==> src/rtl/updown_counter.sv <==
// Parametrised up/down counter with wrap/saturate bounds, terminal-count pulse,
// compare match and sticky overflow. Optional prescaler: define COUNTER_PRESCALE_EN.
module updown_counter #(
    parameter int WIDTH      = 8,
    parameter int MOD_MAX    = 2**WIDTH-1,
    parameter int PRESCALE_W = 4
) (
    input  logic             clk,
    input  logic             reset,
    input  logic [WIDTH-1:0] data,
    input  logic             load,
    input  logic             enable,
    input  logic             up,
    input  logic             saturate,
    input  logic [WIDTH-1:0] cmp_val,
    input  logic             clr_ovf,
`ifdef COUNTER_PRESCALE_EN
    input  logic [PRESCALE_W-1:0] prescale,
`endif
    output logic [WIDTH-1:0] q,
    output logic             tc,
    output logic             match,
    output logic             ovf
);

    localparam logic [WIDTH-1:0] MAX_Q = WIDTH'(MOD_MAX);

    if (WIDTH < 2 || MOD_MAX < 0 || MOD_MAX > 2**WIDTH-1 || PRESCALE_W < 1) begin : g_bad_params
        $error("updown_counter: illegal WIDTH/MOD_MAX/PRESCALE_W combination");
    end

    logic             step;
    logic             at_bound;
    logic [WIDTH-1:0] q_step;
    logic [WIDTH-1:0] load_val;

`ifdef COUNTER_PRESCALE_EN
    logic [PRESCALE_W-1:0] div;
    logic                  div_hit;

    // >= rather than == so a prescale lowered below the current divider steps at once.
    assign div_hit = (div >= prescale);
    assign step    = enable & ~load & div_hit;

    always_ff @(posedge clk) begin
        if (reset || load) begin
            div <= '0;
        end else if (enable) begin
            div <= div_hit ? '0 : div + PRESCALE_W'(1);
        end
    end
`else
    assign step = enable & ~load;
`endif

    // NOTE: every always_comb output gets a default first so no path can infer a latch.
    always_comb begin
        at_bound = 1'b0;
        q_step   = q;
        if (up) begin
            at_bound = (q == MAX_Q);
            q_step   = at_bound ? (saturate ? MAX_Q : '0) : q + WIDTH'(1);
        end else begin
            at_bound = (q == '0);
            q_step   = at_bound ? (saturate ? '0 : MAX_Q) : q - WIDTH'(1);
        end
    end

    // Loads are clamped so q can never leave 0..MOD_MAX.
    assign load_val = (data > MAX_Q) ? MAX_Q : data;

    // NOTE: sequential state uses non-blocking assignments so all registers update together.
    always_ff @(posedge clk) begin
        if (reset) begin
            q   <= '0;
            tc  <= 1'b0;
            ovf <= 1'b0;
        end else begin
            tc <= step & at_bound;
            if (load) begin
                q <= load_val;
            end else if (step) begin
                q <= q_step;
            end
            // A bound event in the same cycle as clr_ovf keeps the flag set.
            if (step && at_bound) begin
                ovf <= 1'b1;
            end else if (clr_ovf) begin
                ovf <= 1'b0;
            end
        end
    end

    assign match = (q == cmp_val);

endmodule

==> config.mk <==
export PLATFORM = sky130hd
export DESIGN_NAME = updown_counter
export DESIGN_NICKNAME = d
export VERILOG_FILES = /design/src/rtl/updown_counter.sv
export SDC_FILE = /design/constraint.sdc
export NUM_CORES = 1
export LEC_CHECK = 0
export BUFFER_PORTS_ARGS = -buffer_cell sky130_fd_sc_hd__buf_2
export CORE_ASPECT_RATIO = 0.5
export CORE_MARGIN = 4
export CORE_UTILIZATION = 25
export DETAILED_ROUTE_END_ITERATION = 12
export HOLD_SLACK_MARGIN = 0.06
export SLEW_MARGIN = 25
export SYNTH_ARGS = -nofsm -noshare
export SYNTH_HDL_FRONTEND = slang
export SYNTH_SLANG_ARGS = --single-unit
==> constraint.sdc <==
create_clock -name clk -period 2.4 [get_ports clk]
set_input_delay 0.24 -clock clk [delete_from_list [all_inputs] [get_ports clk]]
set_output_delay 0.24 -clock clk [all_outputs]
set_load 0.01 [all_outputs]
* Yosys cells after proc, flatten, opt, wreduce, memory -nomap -nowiden *
Index checks and enable logic that the tools add are counted.

cells by class
  add/sub/neg operators = 2
  multipliers = 0
  div/mod/pow operators = 0
  $lt $le $gt $ge = 1
  equal/unequal tests = 2
  shift-type cells = 0
  mux-type cells = 11
  bitwise logic cells = 3
  reduce and logical (&&, ||, !) cells = 4

operators with widths
  operator               count
  $mux W8                8
  $add A8 B1 Y8 const B  1
  $eq A8 B8 Y1           1
  $eq A8 B8 Y1 const B   1
  $gt A8 B8 Y1 const B   1
  $logic_not A8 Y1       1
  $sub A8 B1 Y8 const B  1
  $reduce_bool A2 Y1     2
  $mux W1                3
  $and A1 B1 Y1          2
  $logic_and A1 B1 Y1    1
  $not A1 Y1             1

word-level totals
  flip-flop bits (word level) = 10
  latch bits = 0
  bits in writable memories = 0
  ROM bits = 0
  output and inout bits = 11
  memories = 0

* Depth between registers and ports, before layout *
Gate-level depths: netlist of run 1.

  depth after elaboration = 5
  gate-level depth with buffers = 8

* Worst setup path after synthesis of run 1 *
Ideal clock, no wire load.

  path type = reg-to-reg
  from = reg q[0]
  to = reg q[4]
  arrival = 1.901 ns
  data required time = 2.299 ns
  setup slack = 0.397 ns
  stages on the path, launching flop included = 9
  buffers on the path = 1
  path through = dfxtp_1 -> clkbuf_1 -> inv_1 -> ha_1 -> or3b_2 -> or2_1 -> a21oi_1 -> nor3_1 -> o41ai_1

between the ends
  cells in the longest elaborated chain, start to end = 5

RTL lines
  what                                   RTL line  RTL
  start: declaration                     20        output logic [WIDTH-1:0] q,
  start signal: assignment               81        q <= load_val;
  start signal: assignment               83        q <= q_step;
  $sub A8 B1 Y8 (tied with other cells)  65        q_step = at_bound ? (saturate ? '0 : MAX_Q) : q - WIDTH'(1);
  $mux W8 (on tied branches)             65, 62
  $mux W8 (*)                            60        if (up) begin
  $mux W8 (*)                            82        end else if (step) begin
  $mux W8 (*)                            80        if (load) begin

Mark *: on every way between the ends. The rest lies on a longest branch, timed or not. The select of a mux whose other input is x is not followed.
A chain may end at the register's enable or synchronous reset.

* Final worst setup path of run 1 *
  from = reg q[1]
  to = reg q[4]

The elaborated chain is that of the path after synthesis.

==> results of run 1 <==
worst paths after layout:
check / to / slack, ps / cells past startpoint
max: q[4]$_SDFFE_PP0P_ / 360 / 7
min reg2reg: ovf$_SDFFE_PP0P_ / 470 / 2
min: q[6]$_SDFFE_PP0P_ / 250 / 3
max reg2reg: q[4]$_SDFFE_PP0P_ / 360 / 7
cells by family after synthesis:
group,count (synthesis)
simple gates,50
compound gates,43
buf+inv,20
xor+xnor,12
flops,10
fa+ha+maj,3
mux,2
per-layer routing:
layer / share of wire [%] / global-route usage, % / routed length, µm / vias up
met5: 0 / 0 / 0 / -
met4: 1.6 / 7.23 / 46 / 0
met3: 5.5 / 1.46 / 161 / 5
met2: 44 / 19.3 / 1300 / 39
li1: - / - / - / 561
met1: 49 / 18.0 / 1420 / 495
critical path: stages, from the launching register on:
cell,delay [ps]
dfxtp_1,300
inv_1,90
ha_1,190
or3b_2,490
or2_1,240
a21oi_1,140
nor3_1,60
o41ai_1,390
stage by stage:
step	instances	setup slack, ps	total power, mW	cell area (µm²)	utilization, %
floorplan	140	397	0.355	990	-
global placement	217	418	0.422	1200	33.2
detailed placement	217	351	0.419	1200	33.2
CTS	220	344	0.598	1240	34.3
global route	220	164	0.644	1240	34.3
finish	220	362	0.596	1240	34.3
flip-flops by register name, indices dropped and copies added (netlist names):
register	cells
q	8
ovf	1
tc	1
power breakdown:
| group | switching, mW | internal, mW |
|---|---|---|
| registers | 0.0112 | 0.178 |
| clock network | 0.0671 | 0.110 |
| logic | 0.125 | 0.104 |
layout by cell type (no fill, tap or decap), types with 4 or more instances in the layout:
master	synthesis	routed
dfxtp_1	10	10
nor3b_1	6	6
buf_4	1	6
xnor2_1	10	10
a21oi_1	16	16
o21ai_0	11	11
nor2_1	16	16
nand4_1	4	4
inv_1	7	7
nand2_1	4	4
nor3_1	6	6
buf_2	2	33
area by class of cell:
| cell class | instances | area [µm²] |
|---|---|---|
| Inverter | 7 | 26.3 |
| Multi-Input combinational cell | 110 | 701 |
| Timing Repair Buffer | 39 | 210 |
| Fill cell | 397 | 2380 |
| Sequential cell | 10 | 200 |
| Tap cell | 51 | 63.8 |
| Clock buffer | 3 | 41.3 |
==> impl_metrics.yaml, run 1 <==
logic_synthesis:
  seq_area_frac_synth_pct: 20.2
  syn_area_um2: 990
  async_flop_share_pct: 0
  synth_cell_type_count: 39
  yosysTopAreaCell: "dfxtp_1"
  synth_top_family_by_area: "compound AO/OA/AOI/OAI gates"
  synth_area_per_cell_um2: 7.07
  yosys.area_share.simple_pct: 26.9
  synth-warning-count: 0
  synthCells: 140
  synth_edf_count: 0
  ys_ff_latch: 10
  synth_top_cell_area_share_pct: 20.2
  synthXorXnorAreaFrac_pct: 10.6
  synth_adder_area_share_pct: 3.79
  synth_compound_area_share_pct: 27.4
  synth-main-ff-cell: "dfxtp_1"
  synth_fp_nets: 166
  ys_top_cells_by_area: "dfxtp_1, xnor2_1, a21oi_1"
  synth.area.mux_share_pct: 2.02
  yosys-top-cells-count: "a21oi_1, nor2_1, o21ai_0, dfxtp_1, xnor2_1"
cts:
  clkTransAtPathRegs_ps: 50
  cts-buffers-inserted: 3
  cts_root_buffer: "clkbuf_8"
  htreeDepth: 1
  cts-hold-fix-buffers: 0
  clock_path_buffers: 2
  cts_setup_buffers: 0
  cts.repair.resized: 0
  clock_latency_ps: 240
  cts_tree: "built"
  cts.sinks: 10
detailed_routing:
  drc: 0
  ant_nets: 0
  vias_per_cell: 5.00
  wl_per_cell_um: 13.3
  wl_um: 2930
  routed-via-count: 1100
  drt_iter0_drc: 146
  first_pass_iters: 4
worst_setup_path:
  timing.rr.start: "q[1]$_SDFFE_PP0P_"
  start_kind: "flip-flop"
  endpoint_kind: "flip-flop"
  required_ps: 2510
  setup.worst_path.start: "q[1]$_SDFFE_PP0P_"
  cp.arrival_ps: 2150
  crit_type: "flip-flop to flip-flop"
  cp_max_fo: 4
cells_and_area:
  antenna_cells: 0
  area_delta_synth_final_pct: 25.5
  fin_nets: 197
  layout-drive-gt1-share_pct: 26.0
global_routing:
  grt_max_degree: 20
  grt_usage_pct: 12.9
  grt_pass1_vias: 1044
  antenna_found_initial: 0
  grt_overflow: 0
  grt_pass1_wl_um: 5230
sta:
  period_minus_slack_ps: 2040
  slew_headroom_pct: 73.5
  setup_violations: 0
  slew_violations: 0
  fin_skew_ps: 0.849
  tns_ps: 0
  fin_crit_sh_pct: 84.9
  whs_ps: 245
  fmax_ghz: 0.491
  rsz0062_at_grt: "false"
  tightest_slew_ps: 393
  hold_viol: 0
floorplan:
  dieArea_um2: 5090
  die-width_um: 97.0
  coreArea_um2: 3620
  die_h_um: 52.5
  rows: 15
  initial_utilization_pct: 27.3
  io_pins: 34
job:
  max_cap_violations: 0
status:
  outcome: "finished, final reports clean"
placed_design:
  dpl.hpwl_um: 2280
  io_buffers: 33
  routabilityCongestion: 0.862
pwr:
  peakVddDrop_mv: 0.151
  power_density_nw_per_um2: 479
  p_leak_nw: 0.497
hold_path:
  hp-start: "data[6]"
  hp-class: "input port to flip-flop"
No activity file was read; power rests on OpenSTA's default activity.
==> inputs of run 2 (changes only) <==
clock period = 2 ns   (was 2.4 ns; I/O delays follow)
==> impl_metrics.yaml, run 2 (synthesized netlist as in run 1, its figures left out) <==
status:
  outcome: "finished, final reports clean"
hold_path:
  holdPathStages: 3
  hp-class: "input port to flip-flop"
  hold_path_end: "q[6]$_SDFFE_PP0P_"
  hp-start: "data[6]"
pwr:
  p_leak_nw: 0.518
  p_total_mw: 0.726
  power_density_nw_per_um2: 568
  peakVddDrop_mv: 0.167
cells_and_area:
  fill_cells: 394
  top_regs: "q (8), ovf (1), tc (1)"
  largest_register_ffs: 8
  fin_nets: 201
  antenna_cells: 0
  layout-drive-gt1-share_pct: 28.3
  instances_no_fill: 224
  top_register: "q"
  regArea_um2: 200
  final_cell_mix: "buf_2, nor2_1, a21oi_1"
  final_common_cell: "buf_2"
  multi_input_area_um2: 706
  final_area_um2: 1280
  area_delta_synth_final_pct: 29.1
sta:
  rsz0062_at_grt: "false"
  slew_violations: 0
  hold_viol: 0
  setup_violations: 0
  fmax_ghz: 0.527
  period_minus_slack_ps: 1900
  fin_crit_sh_pct: 94.9
  fin_skew_ps: 6.24
  tns_ps: 0
  tightest_slew_ps: 349
  fin_ws_ps: 103
  slew_headroom_pct: 76.5
placed_design:
  placed_cell_area_um2: 1230
  dpl.hpwl_um: 2360
  numPlacedInstances: 221
  io_buffers: 33
  place_ws_ps: 78.7
  routabilityCongestion: 0.919
cts:
  cts-hold-fix-buffers: 0
  htreeDepth: 1
  clock_latency_ps: 240
  clock_path_buffers: 2
  cts.repair.resized: 0
  cts-buffers-inserted: 3
  cts_tree: "built"
  clkTransAtPathRegs_ps: 50
  cts.sinks: 10
  cts_root_buffer: "clkbuf_8"
  cts_setup_buffers: 0
job:
  max_cap_violations: 0
worst_setup_path:
  cp.arrival_ps: 2020
  crit_type: "flip-flop to flip-flop"
  endpoint_kind: "flip-flop"
  cp_max_fo: 7
  rr_endpoint: "q[7]$_SDFFE_PP0P_"
  timing.rr.start: "q[4]$_SDFFE_PP0P_"
  start_kind: "flip-flop"
  ff2ff_setup_slack_ps: 100
  critPathMaxStageDelay_ps: 650
  crit_chain: "or4_1 -> nor4_1 -> mux2i_1 -> nor2_1 -> o31a_1"
  ff2ff_path_depth: 5
  cp_slowest_cell: "or4_1"
  required_ps: 2120
floorplan:
  io_pins: 34
  rows: 15
  dieArea_um2: 5090
  die-width_um: 97.0
  die_h_um: 52.5
  initial_utilization_pct: 27.3
  coreArea_um2: 3620
global_routing:
  grtUsageMet2_pct: 19.6
  grt_usage_pct: 12.4
  met1_usage_pct: 17.1
  grt_overflow: 0
  grt_pass1_vias: 1065
  grt_max_degree: 20
  antenna_found_initial: 0
  grt_pass1_wl_um: 5110
  grt.busiest_layer: "met2"
  grt_use_met3_pct: 1.59
detailed_routing:
  vias_per_cell: 5.03
  routed-via-count: 1127
  drt_iter0_drc: 126
  wl_per_cell_um: 13.5
  wl_um: 3020
  ant_nets: 0
  drc: 0
  first_pass_iters: 4
==> run 2: cell types whose count changed in the layout (fill, tap and decap cells not counted), sizes merged <==
cell  previous run  this run
buf             39        43
==> run 2: critical path, delay by kind of cell (launching register included) <==
kind,cells,cell delay [ps]
DFF,1,310
and+or+nand+nor,3,980
AOI/OAI and AO/OA,1,270
muxes,1,220
==> run 2: how the worst max path moves through the flow <==
stage,to,slack (ps),start,cells past startpoint
after floorplan,q[4]$_SDFFE_PP0P_,20,q[0]$_SDFFE_PP0P_,8
after global placement,q[7]$_SDFFE_PP0P_,110,q[4]$_SDFFE_PP0P_,5
after detailed placement,q[2]$_SDFFE_PP0P_,80,q[0]$_SDFFE_PP0P_,7
after CTS,q[2]$_SDFFE_PP0P_,50,q[1]$_SDFFE_PP0P_,7
after global routing,q[7]$_SDFFE_PP0P_,20,q[4]$_SDFFE_PP0P_,5
final,q[7]$_SDFFE_PP0P_,100,q[4]$_SDFFE_PP0P_,5
==> run 2: layout make-up <==
type,count,area share (%)
inverters,7,2.06
flip-flops and latches,10,15.7
well taps,51,5.00
repair buffers,43,18.8
clock buffers,3,3.23
multi-input cells,110,55.2
==> run 2: through the flow <==
stage	hold slack (ps)	utilization, %
after global routing	210	35.3
final	212	35.3
after global placement	438	34.0
after floorplan	301	-
after CTS	213	35.1
after detailed placement	453	34.0
==> run 2: report_power, final <==
part	total [mW]	switching (mW)	internal, mW
clock	0.209	0.0773	0.132
sequential	0.226	0.0117	0.214
combinational	0.291	0.157	0.134
==> run 2: routing by layer <==
| layer | wire length, µm | vias up |
|---|---|---|
| met1 | 1440 | 516 |
| li1 | - | 572 |
| met5 | 0 | - |
| met4 | 14 | 0 |
| met2 | 1370 | 37 |
| met3 | 192 | 2 |
